`src/rtl/rsa_result_demux_if.sv`:
```
// Serial result bus between the Montgomery datapath and the result demux.
// The master drives the serial stream and select; the slave drives the word registers and status.
interface rsa_result_demux_if #(
  parameter int unsigned WIDTH = 8
);
  logic             start;
  logic             sel;
  logic             bit_in;
  logic             bit_valid;
  logic [WIDTH-1:0] a_out;
  logic [WIDTH-1:0] b_out;
  logic             busy;
  logic             done;

  modport master (
    output start, sel, bit_in, bit_valid,
    input  a_out, b_out, busy, done
  );

  modport slave (
    input  start, sel, bit_in, bit_valid,
    output a_out, b_out, busy, done
  );
endinterface

```
`src/rtl/rsa_result_demux.sv`:
```
// Bit-serial result deserializer: collects a WIDTH-bit word LSB-first and writes
// it into destination register A or B, chosen by the select latched at start.
module rsa_result_demux #(
  parameter int unsigned WIDTH = 8
) (
  input  logic              clk,
  input  logic              rst,
  rsa_result_demux_if.slave bus
);

  localparam int unsigned CW = $clog2(WIDTH);
  localparam logic [CW-1:0] LAST = CW'(WIDTH - 1);

  typedef enum logic [1:0] {
    IDLE,
    SHIFT,
    WRITE
  } state_e;

  state_e           state_q;
  logic             sel_q;
  logic [WIDTH-1:0] shadow_q;
  logic [WIDTH-1:0] shadow_d;
  logic [CW-1:0]    cnt_q;
  logic [WIDTH-1:0] a_q;
  logic [WIDTH-1:0] b_q;
  logic             busy_q;
  logic             done_q;

  always_comb begin
    shadow_d = {bus.bit_in, shadow_q[WIDTH-1:1]};
  end

  // The destination register is loaded on the edge that enters WRITE, so the new
  // word and the done pulse are both visible during the single WRITE cycle.
  always_ff @(posedge clk) begin
    if (rst) begin
      state_q  <= IDLE;
      sel_q    <= 1'b0;
      shadow_q <= '0;
      cnt_q    <= '0;
      a_q      <= '0;
      b_q      <= '0;
      busy_q   <= 1'b0;
      done_q   <= 1'b0;
    end else begin
      case (state_q)
        IDLE: begin
          done_q <= 1'b0;
          if (bus.start) begin
            sel_q    <= bus.sel;
            shadow_q <= '0;
            cnt_q    <= '0;
            busy_q   <= 1'b1;
            state_q  <= SHIFT;
          end
        end
        SHIFT: begin
          if (bus.bit_valid) begin
            shadow_q <= shadow_d;
            if (cnt_q == LAST) begin
              if (sel_q) b_q <= shadow_d;
              else       a_q <= shadow_d;
              done_q  <= 1'b1;
              state_q <= WRITE;
            end else begin
              cnt_q <= cnt_q + CW'(1);
            end
          end
        end
        WRITE: begin
          done_q  <= 1'b0;
          busy_q  <= 1'b0;
          state_q <= IDLE;
        end
        default: begin
          done_q  <= 1'b0;
          busy_q  <= 1'b0;
          state_q <= IDLE;
        end
      endcase
    end
  end

  assign bus.a_out = a_q;
  assign bus.b_out = b_q;
  assign bus.busy  = busy_q;
  assign bus.done  = done_q;

endmodule
```
`src/flat_wrapper.sv`:
```
// flat-port wrapper written by rule: the top's interface ports become plain ports
module rsa_result_demux_flat 
#(
  parameter int unsigned WIDTH = 8
)
  (clk, rst, bus_start, bus_sel, bus_bit_in, bus_bit_valid, bus_a_out, bus_b_out, bus_busy, bus_done);
  rsa_result_demux_if #(.WIDTH(WIDTH)) bus_i ();
  input  logic clk;
  input  logic rst;
  input wire logic [$bits(bus_i.start)-1:0] bus_start;
  input wire logic [$bits(bus_i.sel)-1:0] bus_sel;
  input wire logic [$bits(bus_i.bit_in)-1:0] bus_bit_in;
  input wire logic [$bits(bus_i.bit_valid)-1:0] bus_bit_valid;
  output wire logic [$bits(bus_i.a_out)-1:0] bus_a_out;
  output wire logic [$bits(bus_i.b_out)-1:0] bus_b_out;
  output wire logic [$bits(bus_i.busy)-1:0] bus_busy;
  output wire logic [$bits(bus_i.done)-1:0] bus_done;
  assign bus_i.start = bus_start;
  assign bus_i.sel = bus_sel;
  assign bus_i.bit_in = bus_bit_in;
  assign bus_i.bit_valid = bus_bit_valid;
  assign bus_a_out = bus_i.a_out;
  assign bus_b_out = bus_i.b_out;
  assign bus_busy = bus_i.busy;
  assign bus_done = bus_i.done;
  rsa_result_demux #(.WIDTH(WIDTH)) u_core (.clk(clk), .rst(rst), .bus(bus_i));
endmodule
```
`config.mk`:
```
export PLATFORM = sky130hd
export DESIGN_NAME = rsa_result_demux_flat
export DESIGN_NICKNAME = d
export VERILOG_FILES = /design/src/rtl/rsa_result_demux_if.sv /design/src/rtl/rsa_result_demux.sv /design/src/flat_wrapper.sv
export SDC_FILE = /design/constraint.sdc
export NUM_CORES = 1
export LEC_CHECK = 0
export CAP_MARGIN = 25
export CORE_MARGIN = 2
export CORE_UTILIZATION = 50
export DETAILED_ROUTE_END_ITERATION = 8
export PLACE_DENSITY = 0.81
export SLEW_MARGIN = 20
export SYNTH_ARGS = -nofsm -noshare
export SYNTH_HDL_FRONTEND = slang
export SYNTH_SLANG_ARGS = --single-unit
```
`constraint.sdc`:
```
create_clock -name clk -period 1.9 [get_ports clk]
set_clock_uncertainty 0.15 [all_clocks]
set_input_delay 0.19 -clock clk [delete_from_list [all_inputs] [get_ports clk]]
set_output_delay 0.19 -clock clk [all_outputs]
set_load 0.1 [all_outputs]
```
==> flow_summary.ini <==
[finish]
design_area_um2 = 1560
nets = 167
final_layout_size_suffix_gt1_share_pct = 23.3
post-route-util_pct = 64.2
area_growth_pct = 23.2
antenna-diode-count = 0
fillers = 196

[setup_path]
cp.required_ns = 2.01
critPathMaxStageDelay_ns = 0.35
crit_path_cell_trace = ha_1, ha_1, and3_1, nand3b_1, buf_4, mux2i_1
reg2reg_to = u_core.bus.b_out[3]
reg2reg_depth = 6
path_class = flip-flop to flip-flop
crit_top_cell = ha_1
start_kind = flip-flop
cp-startpoint = u_core.cnt_q[0]
reg2reg_slack_ns = 0.24
cp_max_fo = 8
cp_slowest_cell = dfxtp_1
critPathCaptureType = flip-flop
path_delay_family = adder cells
cp.arrival_ns = 1.77
cp.buffers_inverters = 1
reg2reg_from = u_core.cnt_q[0]

[clock_network]
hold_buffers = 0
htreeDepth = 2
root_buffer = clkbuf_4
cts-resized-gates = 0
numCtsBuffers = 5
clockBufferDepth = 2
cts_tree = built
postCtsSetupRepairBufs = 0
clkSinkCount = 31
clock_insertion_delay_worst_skew_ns = 0.32
clk_pin_slew_ns = 0.09

[die]
fp.dieArea_um2 = 2960
die_w_um = 54.4
die_h_um = 54.4
initial_core_util_pct = 52.2
pin_count = 24
num_rows = 18
core_area_um2 = 2430

[power_and_ir_drop]
ir_worst_vdd_mv = 0.613
p_leak_nw = 0.672
power_density_nw_per_um2 = 698

[synth]
yosysTopAreaCell = dfxtp_1
synth_area_leaders = dfxtp_1 49%, mux2i_1 14%, nand2_1 5.9%
synthTopCellsByCount = 31 x dfxtp_1, 20 x nand2_1, 18 x mux2i_1, 9 x nand2b_1
syn_area_um2 = 1270
syn_avg_cell_area_um2 = 10.1
synth_nets = 135
yosysSeqAreaShare_pct = 48.9
synth_seq_cells = 31
ys_async_sr_fraction_pct = 0
synth-edff-count = 0
yosys.area.top_type_share_pct = 48.9
yosysMostFrequentCell = dfxtp_1
ys.flop_type = dfxtp_1
yosys_warnings = 0
synth_cell_types = 26
synth_cells = 126

[sta]
fmax_ghz = 0.601
hold_viol = 0
setup-tns-final_ns = 0
drv_slew = 0
fin_crit_ns = 1.66
post-route-period-util_pct = 87.6
worst_slew_pin_slew_ns = 0.549
rsz0062_at_grt = no
finalWorstSetupSlack_ns = 0.236
setup_viol = 0
max_slew_margin_pct = 63.4

[detailed_routing]
drt-total-wl_mm = 2.33
drt-initial-drc-count = 24
drcViolationCount = 0
routedWlPerCell_um = 12.3
antenna_left = 0
vias = 989
via_per_inst = 5.23
first_pass_iters = 4

[min_path]
hp-class = flip-flop to flip-flop
hold-path-endpoint = u_core.bus.a_out[7]
whs_path_depth = 2
worstHoldStart = u_core.bus.a_out[7]

[placed_design]
port_buffers = 23
dp_hpwl_mm = 1.76
gp_congestion = 0.753
placed_area_um2 = 1510
dpl_worst_slack_ns = 0.0693

[run]
max_cap_violations = 0

[grt]
grt_remaining_overflow = 0
grt_pass1_vias = 844
grt_pass1_wl_mm = 3.71
antenna_found_initial = 0
grt_max_degree = 19
grtUsageTotal_pct = 18.2

[outcome]
status = complete, no violations
-- placed cells by master (no fill, tap or decap) --
cell,synthesis,final
nor4_1,1,1
o31ai_1,1,1
clkbuf_4,0,5
or3b_1,1,1
nand4bb_1,1,1
mux2i_1,18,18
nor2b_1,1,1
and4bb_1,1,1
ha_1,3,3
nor3_1,3,3
buf_4,1,25
inv_2,2,2
nand3_1,2,2
nand2_4,1,1
dfxtp_1,31,31
a21oi_1,5,5
o211ai_1,1,1
nand2b_1,9,9
or4_1,7,7
o21ai_1,7,7
nor4b_4,1,1
clkinv_2,0,3
clkdlybuf4s50_1,0,5
and3_1,1,1
nand2_1,20,20
nor2_1,3,3
nand3b_1,1,1
-- routing by layer --
layer | vias up | track usage [%] | wire length [um]
met1 | 449 | 21.6 | 1070
met5 | - | 0 | 0
met3 | 5 | 5.74 | 106
li1 | 510 | - | -
met2 | 25 | 29.1 | 1120
met4 | 0 | 10.0 | 35
-- worst max-delay path by stage --
stage	cells after the start	slack [ns]	end
2_1_floorplan	6	0.38	u_core.bus.b_out[0]
5_1_grt	5	0.09	u_core.bus.a_out[6]
6_report	6	0.24	u_core.bus.b_out[3]
3_3_place_gp	5	0.13	u_core.bus.a_out[6]
3_5_place_dp	5	0.07	u_core.bus.a_out[4]
4_1_cts	6	0.22	u_core.bus.b_out[3]
-- tightest hold or removal path, cell delays in order, from the launching register on --
cell     delay, ns
dfxtp_1       0.32
nand2_1       0.05
mux2i_1       0.05
-- through the flow --
stage          power, mW  cells  hold WS, ns
2_1_floorplan      0.725    126        0.158
3_3_place_gp       0.752    181        0.294
3_5_place_dp       0.754    181        0.302
4_1_cts             1.11    189        0.305
5_1_grt             1.15    189        0.334
6_report            1.09    189        0.310
-- where the power goes --
| part | leakage [nW] | switching (mW) | internal, mW |
|---|---|---|---|
| registers | 0.250 | 0.00794 | 0.656 |
| logic | 0.387 | 0.0462 | 0.0292 |
| clock network | 0.0347 | 0.214 | 0.137 |
| total | 0.672 | 0.268 | 0.822 |
-- cells by family after synthesis --
group	after synthesis	share of synthesized area, %
flops	31	48.9
simple gates	53	24.8
fa+ha+maj	3	2.96
compound gates	14	5.92
buf+inv	7	3.25
mux	18	14.2
-- sequential cells by signal, summed over array words and instances, names as in the netlist --
signal	flops
u_core.bus.a_out	8
u_core.bus.b_out	8
u_core.shadow_q	7
u_core.cnt_q	3
u_core.state_q	2
u_core.bus.busy	1
u_core.bus.done	1
u_core.sel_q	1
-- cell type report --
type | count | area (um^2) | area share, %
Tap cell | 30 | 37.5 | 2.40
Multi-Input combinational cell | 88 | 607 | 38.8
Clock inverter | 3 | 15.0 | 0.961
Clock buffer | 5 | 37.5 | 2.40
Inverter | 2 | 7.51 | 0.480
Timing Repair Buffer | 30 | 238 | 15.2
Sequential cell | 31 | 621 | 39.7
Power figures use the tool's default switching activity.
